--- src/rtl/hop_select_kernel.sv ---
// hop_select_kernel: four-stage Bluetooth basic-hopping channel selection kernel.
// Define HOP_PAGE_EN to compile in page-mode X computation and regi_koffset_b train select.
module hop_select_kernel (
    input  logic        clk_6M,
    input  logic        rstz,
    input  logic        hop_start_p,
    input  logic [1:0]  hop_mode,
    input  logic [27:0] hop_clk,
    input  logic [27:0] hop_addr,
    input  logic        regi_koffset_b,
    output logic        hop_valid_p,
    output logic [6:0]  hop_chan,
    output logic        hop_busy
);

    function automatic logic [4:0] bfly(input logic [4:0] z, input logic en,
                                        input logic [2:0] i, input logic [2:0] j);
        logic [4:0] r;
        r = z;
        if (en) begin
            r[i] = z[j];
            r[j] = z[i];
        end
        return r;
    endfunction

    // Butterflies are applied from P13 (first stage) down to P0 (last stage).
    function automatic logic [4:0] perm5(input logic [4:0] z_in, input logic [13:0] p);
        logic [4:0] z;
        z = z_in;
        z = bfly(z, p[13], 3'd1, 3'd2);
        z = bfly(z, p[12], 3'd0, 3'd3);
        z = bfly(z, p[11], 3'd1, 3'd3);
        z = bfly(z, p[10], 3'd2, 3'd4);
        z = bfly(z, p[9],  3'd0, 3'd3);
        z = bfly(z, p[8],  3'd1, 3'd4);
        z = bfly(z, p[7],  3'd3, 3'd4);
        z = bfly(z, p[6],  3'd0, 3'd2);
        z = bfly(z, p[5],  3'd1, 3'd3);
        z = bfly(z, p[4],  3'd0, 3'd4);
        z = bfly(z, p[3],  3'd3, 3'd4);
        z = bfly(z, p[2],  3'd1, 3'd2);
        z = bfly(z, p[1],  3'd2, 3'd3);
        z = bfly(z, p[0],  3'd0, 3'd1);
        return z;
    endfunction

    logic       s1_valid_q, s1_valid_d;
    logic [4:0] s1_x_q, s1_x_d;
    logic       s1_y1_q, s1_y1_d;
    logic [4:0] s1_a_q, s1_a_d;
    logic [3:0] s1_b_q, s1_b_d;
    logic [4:0] s1_c_q, s1_c_d;
    logic [8:0] s1_d_q, s1_d_d;
    logic [6:0] s1_e_q, s1_e_d;
    logic [6:0] s1_f_q, s1_f_d;

    logic       s2_valid_q, s2_valid_d;
    logic [4:0] s2_z_q, s2_z_d;
    logic       s2_y1_q, s2_y1_d;
    logic [4:0] s2_c_q, s2_c_d;
    logic [8:0] s2_d_q, s2_d_d;
    logic [6:0] s2_e_q, s2_e_d;
    logic [6:0] s2_f_q, s2_f_d;

    logic       s3_valid_q, s3_valid_d;
    logic [4:0] s3_perm_q, s3_perm_d;
    logic       s3_y1_q, s3_y1_d;
    logic [6:0] s3_e_q, s3_e_d;
    logic [6:0] s3_f_q, s3_f_d;

    logic       hop_valid_q, hop_valid_d;
    logic [6:0] hop_chan_q, hop_chan_d;
    logic       hop_busy_q, hop_busy_d;

    logic       sel_scan;
    logic       sel_page;
    logic [6:0] f_mod;
    logic [8:0] sum;
    logic [6:0] k;
    logic [5:0] k_hi;

    assign sel_scan = (hop_mode == 2'd1);
    assign f_mod    = 7'(({hop_clk[27:7], 4'b0000}) % 25'd79);

`ifdef HOP_PAGE_EN
    logic [4:0] koffset;
    logic [3:0] page_phase;
    logic [4:0] page_x;

    always_comb begin
        koffset    = regi_koffset_b ? 5'd8 : 5'd24;
        page_phase = {hop_clk[4:2], hop_clk[0]} - hop_clk[15:12];
        page_x     = hop_clk[16:12] + koffset + {1'b0, page_phase};
    end

    assign sel_page = (hop_mode == 2'd2);
`else
    logic unused_page_inputs;
    assign unused_page_inputs = regi_koffset_b ^ hop_clk[0];
    assign sel_page = 1'b0;
`endif

    always_comb begin
        s1_valid_d = hop_start_p;
        s1_x_d     = hop_clk[6:2];
        s1_y1_d    = hop_clk[1];
        s1_a_d     = hop_addr[27:23];
        s1_b_d     = hop_addr[22:19];
        s1_c_d     = {hop_addr[8], hop_addr[6], hop_addr[4], hop_addr[2], hop_addr[0]};
        s1_d_d     = hop_addr[18:10];
        s1_e_d     = {hop_addr[13], hop_addr[11], hop_addr[9], hop_addr[7],
                      hop_addr[5], hop_addr[3], hop_addr[1]};
        s1_f_d     = f_mod;
        if (sel_scan) begin
            s1_x_d  = hop_clk[16:12];
            s1_y1_d = 1'b0;
            s1_f_d  = 7'd0;
        end else if (sel_page) begin
`ifdef HOP_PAGE_EN
            s1_x_d  = page_x;
`endif
            s1_f_d  = 7'd0;
        end else begin
            s1_a_d = s1_a_d ^ hop_clk[25:21];
            s1_c_d = s1_c_d ^ hop_clk[20:16];
            s1_d_d = s1_d_d ^ hop_clk[15:7];
        end
    end

    always_comb begin
        s2_valid_d = s1_valid_q;
        s2_z_d     = ((s1_x_q + s1_a_q) ^ {1'b0, s1_b_q}) ^ {5{s1_y1_q}};
        s2_y1_d    = s1_y1_q;
        s2_c_d     = s1_c_q;
        s2_d_d     = s1_d_q;
        s2_e_d     = s1_e_q;
        s2_f_d     = s1_f_q;

        s3_valid_d = s2_valid_q;
        s3_perm_d  = perm5(s2_z_q, {s2_c_q ^ {5{s2_y1_q}}, s2_d_q});
        s3_y1_d    = s2_y1_q;
        s3_e_d     = s2_e_q;
        s3_f_d     = s2_f_q;
    end

    // Sum never exceeds 268, so three conditional subtractions fully reduce it mod 79.
    always_comb begin
        sum = {4'd0, s3_perm_q} + {2'd0, s3_e_q} + {2'd0, s3_f_q} + {3'd0, s3_y1_q, 5'd0};
        if (sum >= 9'd79) sum = sum - 9'd79;
        if (sum >= 9'd79) sum = sum - 9'd79;
        if (sum >= 9'd79) sum = sum - 9'd79;
        k    = sum[6:0];
        k_hi = 6'(k - 7'd40);

        hop_valid_d = s3_valid_q;
        hop_chan_d  = hop_chan_q;
        if (s3_valid_q) begin
            hop_chan_d = (k < 7'd40) ? {k[5:0], 1'b0} : {k_hi, 1'b1};
        end
        hop_busy_d = s1_valid_d | s2_valid_d | s3_valid_d | hop_valid_d;
    end

    always_ff @(posedge clk_6M) begin
        if (rstz) begin
            s1_valid_q  <= 1'b0;
            s2_valid_q  <= 1'b0;
            s3_valid_q  <= 1'b0;
            hop_valid_q <= 1'b0;
            hop_chan_q  <= 7'd0;
            hop_busy_q  <= 1'b0;
        end else begin
            s1_valid_q  <= s1_valid_d;
            s2_valid_q  <= s2_valid_d;
            s3_valid_q  <= s3_valid_d;
            hop_valid_q <= hop_valid_d;
            hop_chan_q  <= hop_chan_d;
            hop_busy_q  <= hop_busy_d;
        end
    end

    // Datapath registers need no reset: they are only consumed alongside a valid bit.
    always_ff @(posedge clk_6M) begin
        s1_x_q    <= s1_x_d;
        s1_y1_q   <= s1_y1_d;
        s1_a_q    <= s1_a_d;
        s1_b_q    <= s1_b_d;
        s1_c_q    <= s1_c_d;
        s1_d_q    <= s1_d_d;
        s1_e_q    <= s1_e_d;
        s1_f_q    <= s1_f_d;
        s2_z_q    <= s2_z_d;
        s2_y1_q   <= s2_y1_d;
        s2_c_q    <= s2_c_d;
        s2_d_q    <= s2_d_d;
        s2_e_q    <= s2_e_d;
        s2_f_q    <= s2_f_d;
        s3_perm_q <= s3_perm_d;
        s3_y1_q   <= s3_y1_d;
        s3_e_q    <= s3_e_d;
        s3_f_q    <= s3_f_d;
    end

    assign hop_valid_p = hop_valid_q;
    assign hop_chan    = hop_chan_q;
    assign hop_busy    = hop_busy_q;

endmodule

--- config.mk ---
export PLATFORM = sky130hd
export DESIGN_NAME = hop_select_kernel
export DESIGN_NICKNAME = d
export VERILOG_FILES = /design/src/rtl/hop_select_kernel.sv
export SDC_FILE = /design/constraint.sdc
export NUM_CORES = 1
export LEC_CHECK = 0
export CORE_ASPECT_RATIO = 0.5
export CORE_MARGIN = 8
export CORE_UTILIZATION = 60
export DETAILED_ROUTE_END_ITERATION = 10
export MAX_ROUTING_LAYER = met4
export PLACE_DENSITY_LB_ADDON = 0.1
export SLEW_MARGIN = 10
export SYNTH_ARGS = -nofsm -noshare
export SYNTH_HDL_FRONTEND = slang
export SYNTH_SLANG_ARGS = --single-unit
--- constraint.sdc ---
create_clock -name clk_6M -period 35.5 [get_ports clk_6M]
set_clock_uncertainty 0.2 [all_clocks]
set_input_delay 5.325 -clock clk_6M [delete_from_list [all_inputs] [get_ports clk_6M]]
set_output_delay 5.325 -clock clk_6M [all_outputs]
set_load 0.1 [all_outputs]
-- Word level (Yosys, flattened, before mapping)
Cells that the tools add are included.
- register bits after elaboration: 109
- bits in latches: 0
- RAM bits: 0
- ROM bits: 0
- bits of input ports: 62
- output and inout port bits: 9
- word-level logic and storage cells: 77
- memories kept: 0
- $add $sub $neg: 8
- $mul: 0
- div/mod/pow operators: 1
- magnitude comparators: 4
- equality and inequality tests: 1
- shift operators: 0
- muxes and demuxes: 30
- bitwise gates (word level): 9
- reductions and logical operators: 0
- operators by type and width (kind ; number):
    9-bit by 7-bit >= comparator with 1-bit output, second input constant ; 3
    9-bit 2-to-1 mux ; 3
    25-bit by 7-bit modulo with 25-bit output, second input constant ; 1
    5-bit bitwise XOR ; 4
    9-bit by 7-bit subtractor with 9-bit output, second input constant ; 2
    1-bit 2-to-1 mux ; 16
    5-bit 2-to-1 mux ; 3
    7-bit 2-to-1 mux ; 2
    2-bit 2-to-1 mux ; 6
    8-bit by 7-bit adder with 9-bit output ; 1
    9-bit by 6-bit adder with 9-bit output ; 1
    9-bit bitwise XOR ; 1
    5-bit by 7-bit adder with 8-bit output ; 1
    7-bit by 6-bit less-than comparator with 1-bit output, second input constant ; 1
    7-bit subtractor, second input constant ; 1
    6-bit subtractor, second input constant ; 1
    5-bit adder ; 1
    5-bit by 4-bit bitwise XOR with 5-bit output ; 1
    1-bit OR ; 3
    2-bit by 1-bit == test with 1-bit output, second input constant ; 1

-- Logic depth before layout (Yosys ltp)
- word-level depth: 11
- mapped depth: 62
- depth with buffers taken out: 53

-- Least setup slack after synthesis
No wires, ideal clock.
- kind: input to register
- from: in hop_clk[26]
- to: reg s1_f_q[5]
- setup time: 64 ps
- arrival: 18499 ps
- required time: 35236 ps
- setup slack: 16737 ps
- stages: 52
- path buffers: 3
- path through: buf_6 > inv_1 > or4_4 > or4_4 > and2_1 > o21a_1 > or4_4 > and2_1 > a311oi_2 > nand2b_4 > mux2i_1 > and3_4 > o21a_1 > buf_6 > o21ai_1 > nor3_1 > nor2_2 > o211a_1 > (+16 left out) > or4_1 > o2111a_2 > ha_1 > and2_1 > nor3_1 > o21bai_1 > a41o_1 > ha_1 > or4_1 > o211ai_2 > a21oi_1 > a32o_1 > a2111oi_4 > nand2b_2 > mux2_4 > a211oi_4 > mux2_1 > nor2_1
- cells in the longest elaborated chain, start to end: 1
- RTL lines (item ; line ; source):
    start: declaration ; 8 ; input logic [27:0] hop_clk,
    25-bit by 7-bit modulo with 25-bit output ; 84 ; assign f_mod = 7'(({hop_clk[27:7], 4'b0000}) % 25'd79);
    end signal: assignment ; 191 ; s1_f_q <= s1_f_d;
    end: declaration ; 56 ; logic [6:0] s1_f_q, s1_f_d;
Every way passes these cells.
A chain may end at the register's enable or synchronous reset.

-- Worst setup path after layout
- from: in hop_clk[24]
- to: reg s1_f_q[5]
Same word-level chain as after synthesis.

==> qor.txt <==
========================================================================================
Critical-path maximum fanout ..............................................           17
Fraction of post-synthesis cell area in the top cell type by area .........       21.85%
Fill cell instance count of the final layout ..............................         1406
Main area contributors after synthesis .................................... sky130_fd_sc_hd__dfxtp_1 22%, sky130_fd_sc_hd__xnor2_1 6.5%, sky130_fd_sc_hd__nand2_1 4.2%, sky130_fd_sc_hd__nor2_1 3.7%, sky130_fd_sc_hd__a21oi_1 3.7%
Hold violation total from the final report ................................            0
Number of buffers inserted to repair setup after CTS ......................            0
Number of H-tree levels ...................................................            3
Least-Margin Pin Slew .....................................................      1132 ps
Count of flip-flops with a built-in enable after synthesis ................            0
Portion of the clock cycle consumed by the worst path in the final layout .       63.59%
Number of gates resized after cts .........................................            0
Die Height ................................................................     107.2 um
Netlist area before placement .............................................    9987 um^2
DR pass1 iterations .......................................................            5
Critical-path top delay cell .............................................. sky130_fd_sc_hd__clkdlybuf4s50_1
Area growth from synthesis to layout ......................................       9.972%
Detailed Route WL .........................................................     25710 um
Largest net degree at the start of global routing .........................           32
Max-slew violations .......................................................            0
Ratio of routed vias to standard cells ....................................        6.404
Cell chosen for the clock root ............................................ sky130_fd_sc_hd__clkbuf_16
Number of register bits inferred by synthesis .............................          109
Rows ......................................................................           33
Initial standard-cell utilization of the core .............................       61.08%
DRC marker count from the first detailed-route iteration ..................          626
Clock latency of the later-clocked register in the worst-skew pair ........       340 ps
Ant diodes ................................................................            0
Most frequent cell after synthesis ........................................ sky130_fd_sc_hd__nand2_1
Synth Net Count ...........................................................         1330
Cell occurring most often along the worst timing path ..................... sky130_fd_sc_hd__nor2_1
Final Setup Violations ....................................................            0
Drt drc ...................................................................            0
Run status ................................................................ finished clean
Number of distinct library cells after synthesis ..........................          121
Share of post-route cells with drive strength above 1 .....................       9.027%
Inserted Clock Buffers ....................................................            9
Placed wire-length estimate after detailed placement ......................     20040 um
GRT overflow ..............................................................            0
Endpoint arrival time on the critical path ................................     22660 ps
Slowest Stage Delay on Critical Path ......................................       880 ps
Maximum buffer depth of the clock tree ....................................            2
Most instantiated cells after synthesis ................................... 111 x sky130_fd_sc_hd__nand2_1, 109 x sky130_fd_sc_hd__dfxtp_1, 98 x sky130_fd_sc_hd__nor2_1, 74 x sky130_fd_sc_hd__xnor2_1, 73 x sky130_fd_sc_hd__a21oi_1
Number of nets at the end of the flow .....................................         1359
Number of clock sinks .....................................................          109
Clock tree from TritonCTS .................................................        built
Syn Area/Cell .............................................................   8.054 um^2
Unrepaired setup endpoints after global routing ...........................        false
Yosys synthesis warning count .............................................            0
Gate count of the mapped netlist ..........................................         1240
Most used DFF post-synth .................................................. sky130_fd_sc_hd__dfxtp_1
Number of antenna violations at the first check in global routing .........            0
DIE WIDTH .................................................................     198.5 um
Via count of the first global-routing pass ................................         9112
Async SR Flop Fraction ....................................................           0%
Core area .................................................................   16350 um^2
MaxCap Viol Count .........................................................            0
Type of element capturing the critical path ...............................         flop
Required arrival time at the worst endpoint ...............................     35580 ps
Total negative slack for setup checks .....................................         0 ps
Number of nets with antenna violations after detailed routing .............            0
Number of hold buffers added after CTS ....................................            0
Number of input and output port buffers inserted ..........................           68
Overall routing resource usage ............................................       24.43%
Nature of the critical path startpoint ....................................    input pin
Sequential element share of the synthesized area ..........................       21.85%
Wire length of the first global-routing pass ..............................     43030 um
Final critical path time including I/O delays and setup ...................     22580 ps
I/O Pins ..................................................................           71
Area of the die ...........................................................   21280 um^2
Final Hold Slack ..........................................................     127.3 ps
Rel. slew slack ...........................................................       24.56%
Total number of vias ......................................................         9613
Hold/Removal Path Class ................................................... flop to flop
Crit Path Class ........................................................... input pin to flop
Highest attainable clock frequency ........................................    44.30 MHz
Weighted congestion reported at the end of routability-driven placement ...       0.9476
Clock transition at path regs .............................................        70 ps
Routed wire length per instance ...........................................     17.13 um
Leading area contributor after synthesis .................................. sky130_fd_sc_hd__dfxtp_1
========================================================================================
==> sequential cells by signal, indices dropped and copies added, names as in the netlist, 4 cells and up <==
name       flops
s1_f_q         7
s2_c_q         5
s1_x_q         5
s2_z_q         5
hop_chan       7
s1_d_q         9
s3_f_q         7
s2_e_q         7
s1_b_q         4
s1_c_q         5
s3_e_q         7
s2_d_q         9
s3_perm_q      5
s1_a_q         5
s1_e_q         7
s2_f_q         7
==> area by class of cell <==
cell class	count	area (um^2)	area share (%)
Clock inverter	6	46.29	0.4215
Tap cell	227	284.0	2.586
Sequential cell	109	2182	19.87
Clock buffer	10	229.0	2.085
Timing Repair Buffer	68	680.7	6.197
Multi-Input combinational cell	1051	7448	67.82
Inverter	30	112.6	1.025
==> cell usage in the layout, fill, tap and decap left out, drive strengths merged, types with 8 or more instances in the layout <==
cell,count
o21bai,9
xnor2,78
o21ai,73
ha,20
nor2,100
and2,25
and3,16
fa,8
o21a,14
nand2,112
nand2b,15
o211ai,21
nor3,29
clkdlybuf4s50,68
a211o,8
o31ai,10
inv,33
or2,12
a211oi,27
a21o,25
mux2i,22
a21boi,9
nand3,47
xor2,22
nor4,20
or3,13
nor2b,20
a21oi,77
dfxtp,109
clkbuf,10
a31oi,23
mux2,11
nand4,25
==> worst paths after layout <==
path,from,to,slack (ps),cells past startpoint
max reg2reg,s3_perm_q[1],hop_chan[5],28300,29
max,hop_clk[24],s1_f_q[5],12920,51
min,s1_d_q[7],s2_d_q[7],130,0
min reg2reg,s1_d_q[7],s2_d_q[7],130,0
==> cells by family after synthesis <==
group | share of synthesized area (%)
and+or+nand+nor | 24.47
muxes | 4.009
DFF | 21.85
AOI/OAI and AO/OA | 32.85
buffers and inverters | 3.571
adders and majority gates | 4.109
xor gates and xnor gates | 9.146
==> through the flow <==
stage / worst slack (ps) / instances / util (%) / area [um^2]
after global placement: 13290 / 1485 / 65.49 / 10710
after CTS: 13260 / 1501 / 67.17 / 10980
final: 12920 / 1501 / 67.17 / 10980
after detailed placement: 12970 / 1485 / 65.49 / 10710
after global routing: 11430 / 1501 / 67.17 / 10980
after floorplan: 16740 / 1240 / - / 9987
==> layer usage <==
| metal | share of wire (%) | global-route usage [%] |
|---|---|---|
| met5 | 0 | - |
| met4 | 2.2 | 7.312 |
| met3 | 5.2 | 3.001 |
| met2 | 48 | 41.34 |
| met1 | 45 | 30.43 |
==> critical path: cells and delay by family <==
family                   cells  cell delay (ps)
AND/OR/NAND/NOR             13             3330
adder cells (fa/ha/maj)      1              280
multiplexers                 4             1800
AO/OA/AOI/OAI               28             9810
XOR/XNOR                     3             1120
buffers and inverters        2              960
Power is left out: the tool's default activity adds up to more than one toggle a clock period on the data nets, which glitch-free logic cannot reach.
